File: src/rtl/alu_writeback_psr_pkg.sv
// Shared definitions for the ALU writeback/PSR stage: opcodes, flag indices,
// condition codes, PSR update masks and opcode classification helpers.
package alu_writeback_psr_pkg;

  localparam logic [7:0] ADD    = 8'h00;
  localparam logic [7:0] ADDI   = 8'h01;
  localparam logic [7:0] ADDU   = 8'h02;
  localparam logic [7:0] ADDUI  = 8'h03;
  localparam logic [7:0] ADDC   = 8'h04;
  localparam logic [7:0] ADDCI  = 8'h05;
  localparam logic [7:0] ADDCU  = 8'h06;
  localparam logic [7:0] ADDCUI = 8'h07;
  localparam logic [7:0] SUB    = 8'h08;
  localparam logic [7:0] SUBI   = 8'h09;
  localparam logic [7:0] CMP    = 8'h0A;
  localparam logic [7:0] CMPI   = 8'h0B;
  localparam logic [7:0] CMPU   = 8'h0C;
  localparam logic [7:0] CMPUI  = 8'h0D;
  localparam logic [7:0] AND    = 8'h0E;
  localparam logic [7:0] ANDI   = 8'h0F;
  localparam logic [7:0] OR     = 8'h10;
  localparam logic [7:0] ORI    = 8'h11;
  localparam logic [7:0] XOR    = 8'h12;
  localparam logic [7:0] XORI   = 8'h13;
  localparam logic [7:0] NOT    = 8'h14;
  localparam logic [7:0] LSH    = 8'h15;
  localparam logic [7:0] LSHI   = 8'h16;
  localparam logic [7:0] RSH    = 8'h17;
  localparam logic [7:0] RSHI   = 8'h18;
  localparam logic [7:0] ALSH   = 8'h19;
  localparam logic [7:0] ALSHI  = 8'h1A;
  localparam logic [7:0] ARSH   = 8'h1B;
  localparam logic [7:0] ARSHI  = 8'h1C;
  localparam logic [7:0] NOP    = 8'h1D;

  localparam int FLG_N = 0;
  localparam int FLG_L = 1;
  localparam int FLG_F = 2;
  localparam int FLG_C = 3;
  localparam int FLG_Z = 4;

  localparam logic [3:0] CC_EQ = 4'b0000;
  localparam logic [3:0] CC_NE = 4'b0001;
  localparam logic [3:0] CC_CS = 4'b0010;
  localparam logic [3:0] CC_CC = 4'b0011;
  localparam logic [3:0] CC_LO = 4'b0100;
  localparam logic [3:0] CC_HS = 4'b0101;
  localparam logic [3:0] CC_LT = 4'b0110;
  localparam logic [3:0] CC_GE = 4'b0111;
  localparam logic [3:0] CC_FS = 4'b1000;
  localparam logic [3:0] CC_FC = 4'b1001;
  localparam logic [3:0] CC_GT = 4'b1010;
  localparam logic [3:0] CC_LE = 4'b1011;
  localparam logic [3:0] CC_UC = 4'b1110;

  localparam logic [4:0] MASK_ARITH_U = 5'b11000;  // C,Z
  localparam logic [4:0] MASK_ARITH_S = 5'b10100;  // F,Z
  localparam logic [4:0] MASK_CMP     = 5'b10011;  // N,L,Z
  localparam logic [4:0] MASK_LOGIC   = 5'b10000;  // Z
  localparam logic [4:0] MASK_NONE    = 5'b00000;

  typedef enum logic {ST_IDLE, ST_HOLD} wb_state_t;

  function automatic logic [4:0] psr_update_mask(input logic [7:0] op);
    case (op)
      ADDU, ADDUI, ADDCU, ADDCUI:            return MASK_ARITH_U;
      ADD, ADDI, ADDC, ADDCI, SUB, SUBI:     return MASK_ARITH_S;
      CMP, CMPI, CMPU, CMPUI:                return MASK_CMP;
      AND, ANDI, OR, ORI, XOR, XORI, NOT:    return MASK_LOGIC;
      default:                               return MASK_NONE;
    endcase
  endfunction

  // Compares, NOP and anything undecoded never touch the register file.
  function automatic logic op_is_writeback(input logic [7:0] op);
    case (op)
      CMP, CMPI, CMPU, CMPUI, NOP: return 1'b0;
      default:                     return (op < NOP);
    endcase
  endfunction

endpackage

File: src/rtl/alu_writeback_psr_cond_eval.sv
// Combinational branch-condition evaluation of a PSR value; reusable by the branch unit.
module alu_writeback_psr_cond_eval
  import alu_writeback_psr_pkg::*;
(
  input  logic [4:0] psr,
  input  logic [3:0] cond,
  output logic       cond_true
);

  always_comb begin
    cond_true = 1'b0;
    case (cond)
      CC_EQ: cond_true = psr[FLG_Z];
      CC_NE: cond_true = !psr[FLG_Z];
      CC_CS: cond_true = psr[FLG_C];
      CC_CC: cond_true = !psr[FLG_C];
      CC_LO: cond_true = psr[FLG_L];
      CC_HS: cond_true = !psr[FLG_L];
      CC_LT: cond_true = psr[FLG_N];
      CC_GE: cond_true = !psr[FLG_N];
      CC_FS: cond_true = psr[FLG_F];
      CC_FC: cond_true = !psr[FLG_F];
      CC_GT: cond_true = !psr[FLG_N] && !psr[FLG_Z];
      CC_LE: cond_true = psr[FLG_N] || psr[FLG_Z];
      CC_UC: cond_true = 1'b1;
      default: cond_true = 1'b0;
    endcase
  end

endmodule

File: src/rtl/alu_writeback_psr.sv
// ALU writeback stage: handshaked register-file write, selective PSR update, branch conditions.
// Define ALU_WB_CNT_EN to add retire_cnt/stall_cnt performance counters.
module alu_writeback_psr
  import alu_writeback_psr_pkg::*;
#(
  parameter int DATA_W = 16,
  parameter int REG_AW = 4
) (
  input  logic              clk,
  input  logic              rst_n,
  input  logic              in_valid,
  output logic              in_ready,
  input  logic [7:0]        in_opcode,
  input  logic [DATA_W-1:0] in_result,
  input  logic [4:0]        in_flags,
  input  logic [REG_AW-1:0] in_dest,
  output logic              wb_en,
  output logic [REG_AW-1:0] wb_addr,
  output logic [DATA_W-1:0] wb_data,
  input  logic              wb_ready,
  output logic [4:0]        psr,
  output logic              carry_out,
  input  logic              psr_ld,
  input  logic [4:0]        psr_ld_data,
  input  logic [3:0]        cond,
  output logic              cond_true
`ifdef ALU_WB_CNT_EN
  ,
  output logic [15:0]       retire_cnt,
  output logic [15:0]       stall_cnt
`endif
);

  wb_state_t  state, next_state;
  logic       accept;
  logic       load;
  logic [4:0] mask;
  logic [4:0] psr_next;

  always_ff @(posedge clk or negedge rst_n) begin
    if (!rst_n) state <= ST_IDLE;
    else        state <= next_state;
  end

  always_comb begin
    next_state = state;
    in_ready   = (state == ST_IDLE) || wb_ready;
    accept     = in_valid && in_ready;
    load       = accept && op_is_writeback(in_opcode);
    case (state)
      ST_IDLE: if (load) next_state = ST_HOLD;
      ST_HOLD: if (wb_ready && !load) next_state = ST_IDLE;
      default: next_state = ST_IDLE;
    endcase
  end

  assign wb_en = (state == ST_HOLD);

  always_ff @(posedge clk or negedge rst_n) begin
    if (!rst_n) begin
      wb_addr <= '0;
      wb_data <= '0;
    end else if (load) begin
      wb_addr <= in_dest;
      wb_data <= in_result;
    end
  end

  // Per-bit select so flags outside the mask (including x from NOP) never reach the PSR.
  always_comb begin
    mask     = psr_update_mask(in_opcode);
    psr_next = psr;
    for (int i = 0; i < 5; i++) begin
      if (mask[i]) psr_next[i] = in_flags[i];
    end
  end

  always_ff @(posedge clk or negedge rst_n) begin
    if (!rst_n)      psr <= '0;
    else if (psr_ld) psr <= psr_ld_data;
    else if (accept) psr <= psr_next;
  end

  assign carry_out = psr[FLG_C];

  alu_writeback_psr_cond_eval u_cond_eval (
    .psr       (psr),
    .cond      (cond),
    .cond_true (cond_true)
  );

`ifdef ALU_WB_CNT_EN
  always_ff @(posedge clk or negedge rst_n) begin
    if (!rst_n) begin
      retire_cnt <= '0;
      stall_cnt  <= '0;
    end else begin
      if (accept) retire_cnt <= retire_cnt + 16'd1;
      if ((state == ST_HOLD) && !wb_ready) stall_cnt <= stall_cnt + 16'd1;
    end
  end
`endif

endmodule

File: config.mk
export PLATFORM = sky130hd
export DESIGN_NAME = alu_writeback_psr
export DESIGN_NICKNAME = d
export VERILOG_FILES = /design/src/rtl/alu_writeback_psr_pkg.sv /design/src/rtl/alu_writeback_psr_cond_eval.sv /design/src/rtl/alu_writeback_psr.sv
export SDC_FILE = /design/constraint.sdc
export NUM_CORES = 1
export LEC_CHECK = 0
export ABC_AREA = 1
export CORE_UTILIZATION = 55
export CTS_CLUSTER_DIAMETER = 80
export DETAILED_ROUTE_END_ITERATION = 16
export DONT_BUFFER_PORTS = 1
export PLACE_DENSITY = 0.73
export SLEW_MARGIN = 20
export SYNTH_ARGS = -nofsm -noshare
export SYNTH_HDL_FRONTEND = slang
export SYNTH_SLANG_ARGS = --single-unit
File: constraint.sdc
create_clock -name clk -period 1.8 [get_ports clk]
set_clock_uncertainty 0.15 [all_clocks]
set_input_delay 0.36 -clock clk [delete_from_list [all_inputs] [get_ports clk]]
set_output_delay 0.36 -clock clk [all_outputs]
set_load 0.02 [all_outputs]
==> results.md, run 1 <==
- Largest net degree at the start of global routing: 27
- Synth warnings: 0
- Static leakage: 0.9154 nW
- Failing checks: negative setup slack
- Worst-case clock buffer depth: 2
- Antenna Nets Post-Route: 0
- Setup TNS: -0.02064 ns
- Final hold violation count: 0
- Hold WS: around 0.025 ns
- Most used DFF post-synth: dfrtp_1
- Number of global-route vias before repair: 1235
- Syn Inst Count: approximately 210
- Seq cells post-synth: 26
- R2r worst-path depth: 6
- WP data arrival: 1.31 ns
- First-pass GRT wire length: about 5000 um
- WL final: 3172 um
- Initial antenna violation count: 0
- WL per Instance: 12.79 um
- Synth area leader: dfrtp_1
- Sequential fraction of the synthesis area: 44.79%
- VDD IR max: 0.0007741 V
- Max_cap viols: 0
- Dpl ws: around 0.2 ns
- DR pass1 iterations: 4
- Overflow after GRT: 0
- Die width: 53.39 um
- DIE HEIGHT: 53.39 um
- Top post-synthesis cells by area: dfrtp_1 45%, nand2_1 24%, nand3_1 13%, inv_1 4.7%, nor2_1 2.8%
- Final net count: between 200 and 300
- Worst-margin pin slew: 0.3752 ns
- Syn avg cell area: 6.950 um2
- Port Buf Inserts: 0
- Via count: about 1300
- Clock buffers created by TritonCTS: 3
- Final setup violation count: 1
- Outcome: complete, but fails checks
- Clock tree from TritonCTS: built
- Share of cells above drive strength 1: 11.01%
- Reg2reg start: wb_en
- CTS Sinks: 26
- Area post-placement: 0.001500 mm2
- Rows: 18
- H-Tree Depth: 1
- Final worst slack: -0.02064 ns
- Via density: approximately 5.4
- Design area: around 0.0016 mm2
- Placed insts: 240
- Hpwl dp: around 2400 um
- Most numerous cell in the Yosys netlist: nand2_1
- ANT cells: 0
- Post-synth top cells: 93 x nand2_1, 38 x nand3_1, 26 x dfrtp_1
- CTS Root Cell: clkbuf_4
- Netlist cell types: 17
- Critical path peak fanout: 3
- Die area: 0.002850 mm2
- Remaining DRCs: 0
- Worst hold start: in_result[14]
- I/O pins: 76
- Initial DRC Count: 17
- Worst hold path class: input pin to flip-flop
- F_max: 549.3 MHz
- Max Slew Vio Count: 0
- Fin cells: ~250
- Layout area overhead: 9.819%
- CP Class: flip-flop to primary output
- EDFF count, synth: 0
- RePlAce Congestion: ~0.8
- Starting Density: 58.64%
- Data required time of the worst path: 1.29 ns
- RSZ-0062 raised after global routing: true
- CP startpoint kind: flip-flop
- Gr usage total: 24.11%
- Critical Path End Type: primary output
- PD cells: 909.5 mW/mm2
- Fraction of registers with async set/reset: 100.0%
- Fin crit share: 101.1%
- Post-route minimum period: about 1.8 ns
- Critical Path Start: psr[4]
- Core area: 0.002477 mm2
- Area share of the largest cell type after synthesis: approximately 45%
- Worst-Skew Late Latency: between 0.3 and 0.4 ns
- Cell Area, Synth: between 0.001 and 0.0015 mm2
- Relative slew slack: 74.90%
- Hold Crit Depth: 2
- Net Count, Synth: 257
- Clk slew on worst S/H paths: about 0.13 ns
report_power, final:
part / total, mW / internal, mW / leakage (nW) / switching [mW]
sequential: 0.889 / 0.691 / 0.327 / 0.199
combinational: 0.281 / 0.110 / 0.567 / 0.171
clock: 0.281 / 0.123 / 0.0210 / 0.157
through the flow:
stage / power, mW / util (%)
3_5_place_dp: 1.153 / 60.56
6_report: 1.451 / 64.39
4_1_cts: 1.465 / 64.29
2_1_floorplan: 1.080 / -
3_3_place_gp: 1.136 / 60.56
5_1_grt: 1.540 / 64.39
area by class of cell:
class                           instances  area (um2)
Clock buffer                            4       36.28
Inverter                               19       71.32
Multi-Input combinational cell        156       685.7
Timing Repair Buffer                   13       112.6
Sequential cell                        26       651.9
Fill cell                             231       882.1
Tap cell                               30       37.54
placed cells by master, fill, tap and decap left out, types with 2 or more instances in the layout:
cell type	instances
o21ai_0	4
clkbuf_4	3
o21ai_1	2
dfrtp_1	25
buf_4	11
nand3_1	37
inv_1	18
nand2_1	92
nand2_2	2
nand3b_1	2
nor2_1	10
flip-flops by register name (all words and copies together), names as in the netlist:
signal and count:
wb_data 16, psr 5, wb_addr 4, wb_en 1
worst max-delay path: stages (launching register included):
cell and delay, ns:
dfrtp_1 0.43, nor2_2 0.13, nand3b_1 0.14, nand3_1 0.08, nor2_1 0.12, nand2_2 0.11
what timing repair did:
action                                  in CTS  in global routing
hold endpoints to repair                    26                  0
buffers inserted                             2                  0
pin swaps                                    3                  1
resized for setup                            6                  1
hold buffers                                 2                  0
endpoints found under the setup margin       1                  1
path summary, 6_finish.rpt:
check,slack (ns),end
max,-0.02,cond_true
min,0.03,wb_data[14]
max reg2reg,0.32,wb_data[0]
min reg2reg,0.48,wb_data[4]
max in group asynchronous,1.00,psr[2]
min in group asynchronous,0.34,wb_data[15]
per-layer routing:
| layer | track usage (%) | part of all wire (%) | up-vias |
|---|---|---|---|
| met5 | 0 | 0 | - |
| met4 | 2.632 | 0.41 | 0 |
| met3 | 6.609 | 7.8 | 2 |
| met2 | 46.25 | 52 | 59 |
| met1 | 26.57 | 40 | 602 |
| li1 | - | - | 672 |
kinds of logic (layout without fill, tap and decap cells):
logic type      count (synthesis)  in the layout  share of synthesized area (%)
buf+inv                        27             36                          8.871
fa+ha+maj                       1              1                         0.8612
flops                          26             26                          44.79
simple gates                  148            148                          43.07
compound gates                  7              7                          2.411
Note: power is estimated with default switching activity, not from simulation.
==> run 2: changes to the inputs <==
--- a/config.mk
+++ b/config.mk
@@ -6,6 +6,7 @@
 export NUM_CORES = 1
 export LEC_CHECK = 0
 export ABC_AREA = 1
+export CAP_MARGIN = 10
 export CORE_UTILIZATION = 55
 export CTS_CLUSTER_DIAMETER = 80
 export DETAILED_ROUTE_END_ITERATION = 16
==> results of run 2 <==
The final DEF is identical to that of run 1; final timing and power are the same.
==> run 3: changes to the inputs <==
--- a/config.mk
+++ b/config.mk
@@ -7,11 +7,11 @@
 export LEC_CHECK = 0
 export ABC_AREA = 1
 export CAP_MARGIN = 10
-export CORE_UTILIZATION = 55
+export CORE_UTILIZATION = 61
 export CTS_CLUSTER_DIAMETER = 80
 export DETAILED_ROUTE_END_ITERATION = 16
 export DONT_BUFFER_PORTS = 1
-export PLACE_DENSITY = 0.73
+export PLACE_DENSITY = 0.8
 export SLEW_MARGIN = 20
 export SYNTH_ARGS = -nofsm -noshare
 export SYNTH_HDL_FRONTEND = slang
==> results.md, run 3 (synthesis gave the netlist of run 1 again) <==
- Outcome: complete, but fails checks (unchanged)
- Failing checks: negative setup slack (unchanged)
- Critical Path End Type: primary output (unchanged)
- Via count: 1384 (was 1335)
- RSZ-0062 raised after global routing: true (unchanged)
- Reported net switching power: 0.5529 mW (was 0.5265 mW)
- Hold WS: 0.01476 ns (was 0.02516 ns)
- Clock buffers created by TritonCTS: 3 (unchanged)
- Critical Path Start: psr[4] (unchanged)
- Sequential Power Share: 55.9% (was 61.3%)
- Setup TNS: -0.05691 ns (was -0.02064 ns)
- VDD IR max: 0.0008830 V (was 0.0007741 V)
- Remaining DRCs: 0 (unchanged)
- Max Slew Vio Count: 0 (unchanged)
- Fin crit share: 103.2% (was 101.1%)
- Final setup violation count: 1 (unchanged)
- Hpwl dp: 2343 um (was 2408 um)
- Die width: 50.80 um (was 53.39 um)
- Max reg flops: 16 (unchanged)
- Final worst slack: -0.05691 ns (was -0.02064 ns)
- Reg2reg start: wb_en (unchanged)
- Initial DRC Count: 32 (was 17)
- Design area: 0.001724 mm2 (was 0.001595 mm2)
- Final net count: 274 (was 267)
- I/O pins: 76 (unchanged)
- WP data arrival: 1.35 ns (was 1.31 ns)
- Initial antenna violation count: 0 (unchanged)
- DR pass1 iterations: 4 (unchanged)
- Largest regs: wb_data x16, psr x5, wb_addr x4 (unchanged)
- R2r worst-path depth: 6 (unchanged)
- Layout area overhead: 18.69% (was 9.819%)
- Gr usage total: 25.27% (was 24.11%)
- Final hold violation count: 0 (unchanged)
- CTS Sinks: 26 (unchanged)
- Antenna Nets Post-Route: 0 (unchanged)
- Most frequent cells in the layout: 87 x nand2_1, 35 x nand3_1, 25 x dfrtp_1 (was 92 x nand2_1, 37 x nand3_1, 25 x dfrtp_1)
- Most flop-heavy register: wb_data (unchanged)
- Fill count: 159 (was 231)
- Worst-Skew Late Latency: 0.31 ns (about the same)
- Port Buf Inserts: 0 (unchanged)
- Gate power share: 19.7% (was 19.4%)
- Worst-margin pin slew: 0.3550 ns (was 0.3752 ns)
- Share of cells above drive strength 1: 14.67% (was 11.01%)
- CTS Root Cell: clkbuf_4 (unchanged)
- Static leakage: 0.9676 nW (was 0.9154 nW)
- Largest net degree at the start of global routing: 27 (unchanged)
- WL per Instance: 13.92 um (was 12.79 um)
- Number of global-route vias before repair: 1206 (was 1235)
- CP Class: flip-flop to primary output (unchanged)
- Commonest non-fill, non-tap cell in the layout: nand2_1 (unchanged)
- Starting Density: 65.04% (was 58.64%)
- Clk pwr share: 24.5% (was 19.3%)
- First-pass GRT wire length: 4864 um (was 4961 um)
- Hold Crit Depth: 2 (unchanged)
- RePlAce Congestion: 0.8175 (was 0.7954)
- ANT cells: 0 (unchanged)
- Critical path peak fanout: 2 (was 3)
- DIE HEIGHT: 50.80 um (was 53.39 um)
- Worst hold path class: input pin to flip-flop (unchanged)
- Clk slew on worst S/H paths: 0.14 ns (was 0.13 ns)
- WL final: 3522 um (was 3172 um)
- Pint: 1.043 mW (was 0.9244 mW)
- H-Tree Depth: 1 (unchanged)
- CP startpoint kind: flip-flop (unchanged)
- Relative slew slack: 76.30% (was 74.90%)
- Post-route minimum period: 1.857 ns (was 1.821 ns)
- Via density: 5.470 (was 5.383)
- PD cells: 925.6 mW/mm2 (was 909.5 mW/mm2)
- Max_cap viols: 0 (unchanged)
- Clock tree from TritonCTS: built (unchanged)
- Worst hold start: in_result[0] (was in_result[14])
- Overflow after GRT: 0 (unchanged)
- Die area: 0.002581 mm2 (was 0.002850 mm2)
- Worst-case clock buffer depth: 2 (unchanged)
- Area post-placement: 0.001490 mm2 (was 0.001500 mm2)
- F_max: 538.5 MHz (was 549.3 MHz)
- Rows: 17 (was 18)
- Data required time of the worst path: 1.29 ns (about the same)
- Core area: 0.002233 mm2 (was 0.002477 mm2)
- Switching share of power: 34.65% (was 36.29%)
[run 3: final timing paths]
check	slack, ns	endpoint
worst max-delay path	-0.06	cond_true
worst min-delay path	0.01	wb_data[0]
worst max register to register	0.19	wb_data[5]
worst min register to register	0.48	wb_data[0]
max in group asynchronous	1.03	psr[2]
min in group asynchronous	0.30	wb_data[4]
[run 3: cell type report]
class | count | area, um2 | share of cell area, %
Clock inverter | 1 | 30.03 | 1.742
Tap cell | 28 | 35.03 | 2.032
Clock buffer | 3 | 22.52 | 1.306
Sequential cell | 26 | 651.9 | 37.81
Timing Repair Buffer | 20 | 192.7 | 11.18
Multi-Input combinational cell | 156 | 720.7 | 41.80
Inverter | 19 | 71.32 | 4.136
[run 3: critical path, stage by stage (launching register included)]
cell and delay, ns:
dfrtp_1 0.43, nor2_2 0.12, nand3b_1 0.15, nand3_2 0.11, nor2_4 0.14, nand2_4 0.07
[run 3: power by group through the flow]
stage          Combinational, mW  Clock, mW  Sequential (mW)
2_1_floorplan              0.182          0            0.899
5_1_grt                    0.353      0.424            0.903
6_report                   0.314      0.390            0.891
3_3_place_gp               0.230          0            0.900
4_1_cts                    0.283      0.401            0.889
3_5_place_dp               0.248          0            0.901
[run 3: timing repair]
| action | in CTS | in global routing |
|---|---|---|
| resized for setup | 7 | 13 |
| setup endpoints to repair | 1 | 1 |
| endpoints found under the hold margin | 26 | 8 |
| hold buffers | 2 | 8 |
| buffers inserted | 2 | 0 |
| gates cloned | 0 | 0 |
| pin swaps | 4 | 9 |
[run 3: stage by stage]
step,setup slack (ns),util (%),power (mW),cells
after global routing,-0.1192,77.20,1.680,253
after CTS,-0.03768,71.88,1.574,245
after detailed placement,0.1425,66.72,1.149,237
after global placement,0.2233,66.72,1.130,237
after floorplan,0.1809,-,1.080,209
final,-0.05691,77.20,1.596,253
[run 3: routing by layer]
metal	share of wire [%]	track usage, %
met5	0	0
met4	1.0	9.259
met3	6.8	5.758
met2	52	44.22
met1	40	30.06
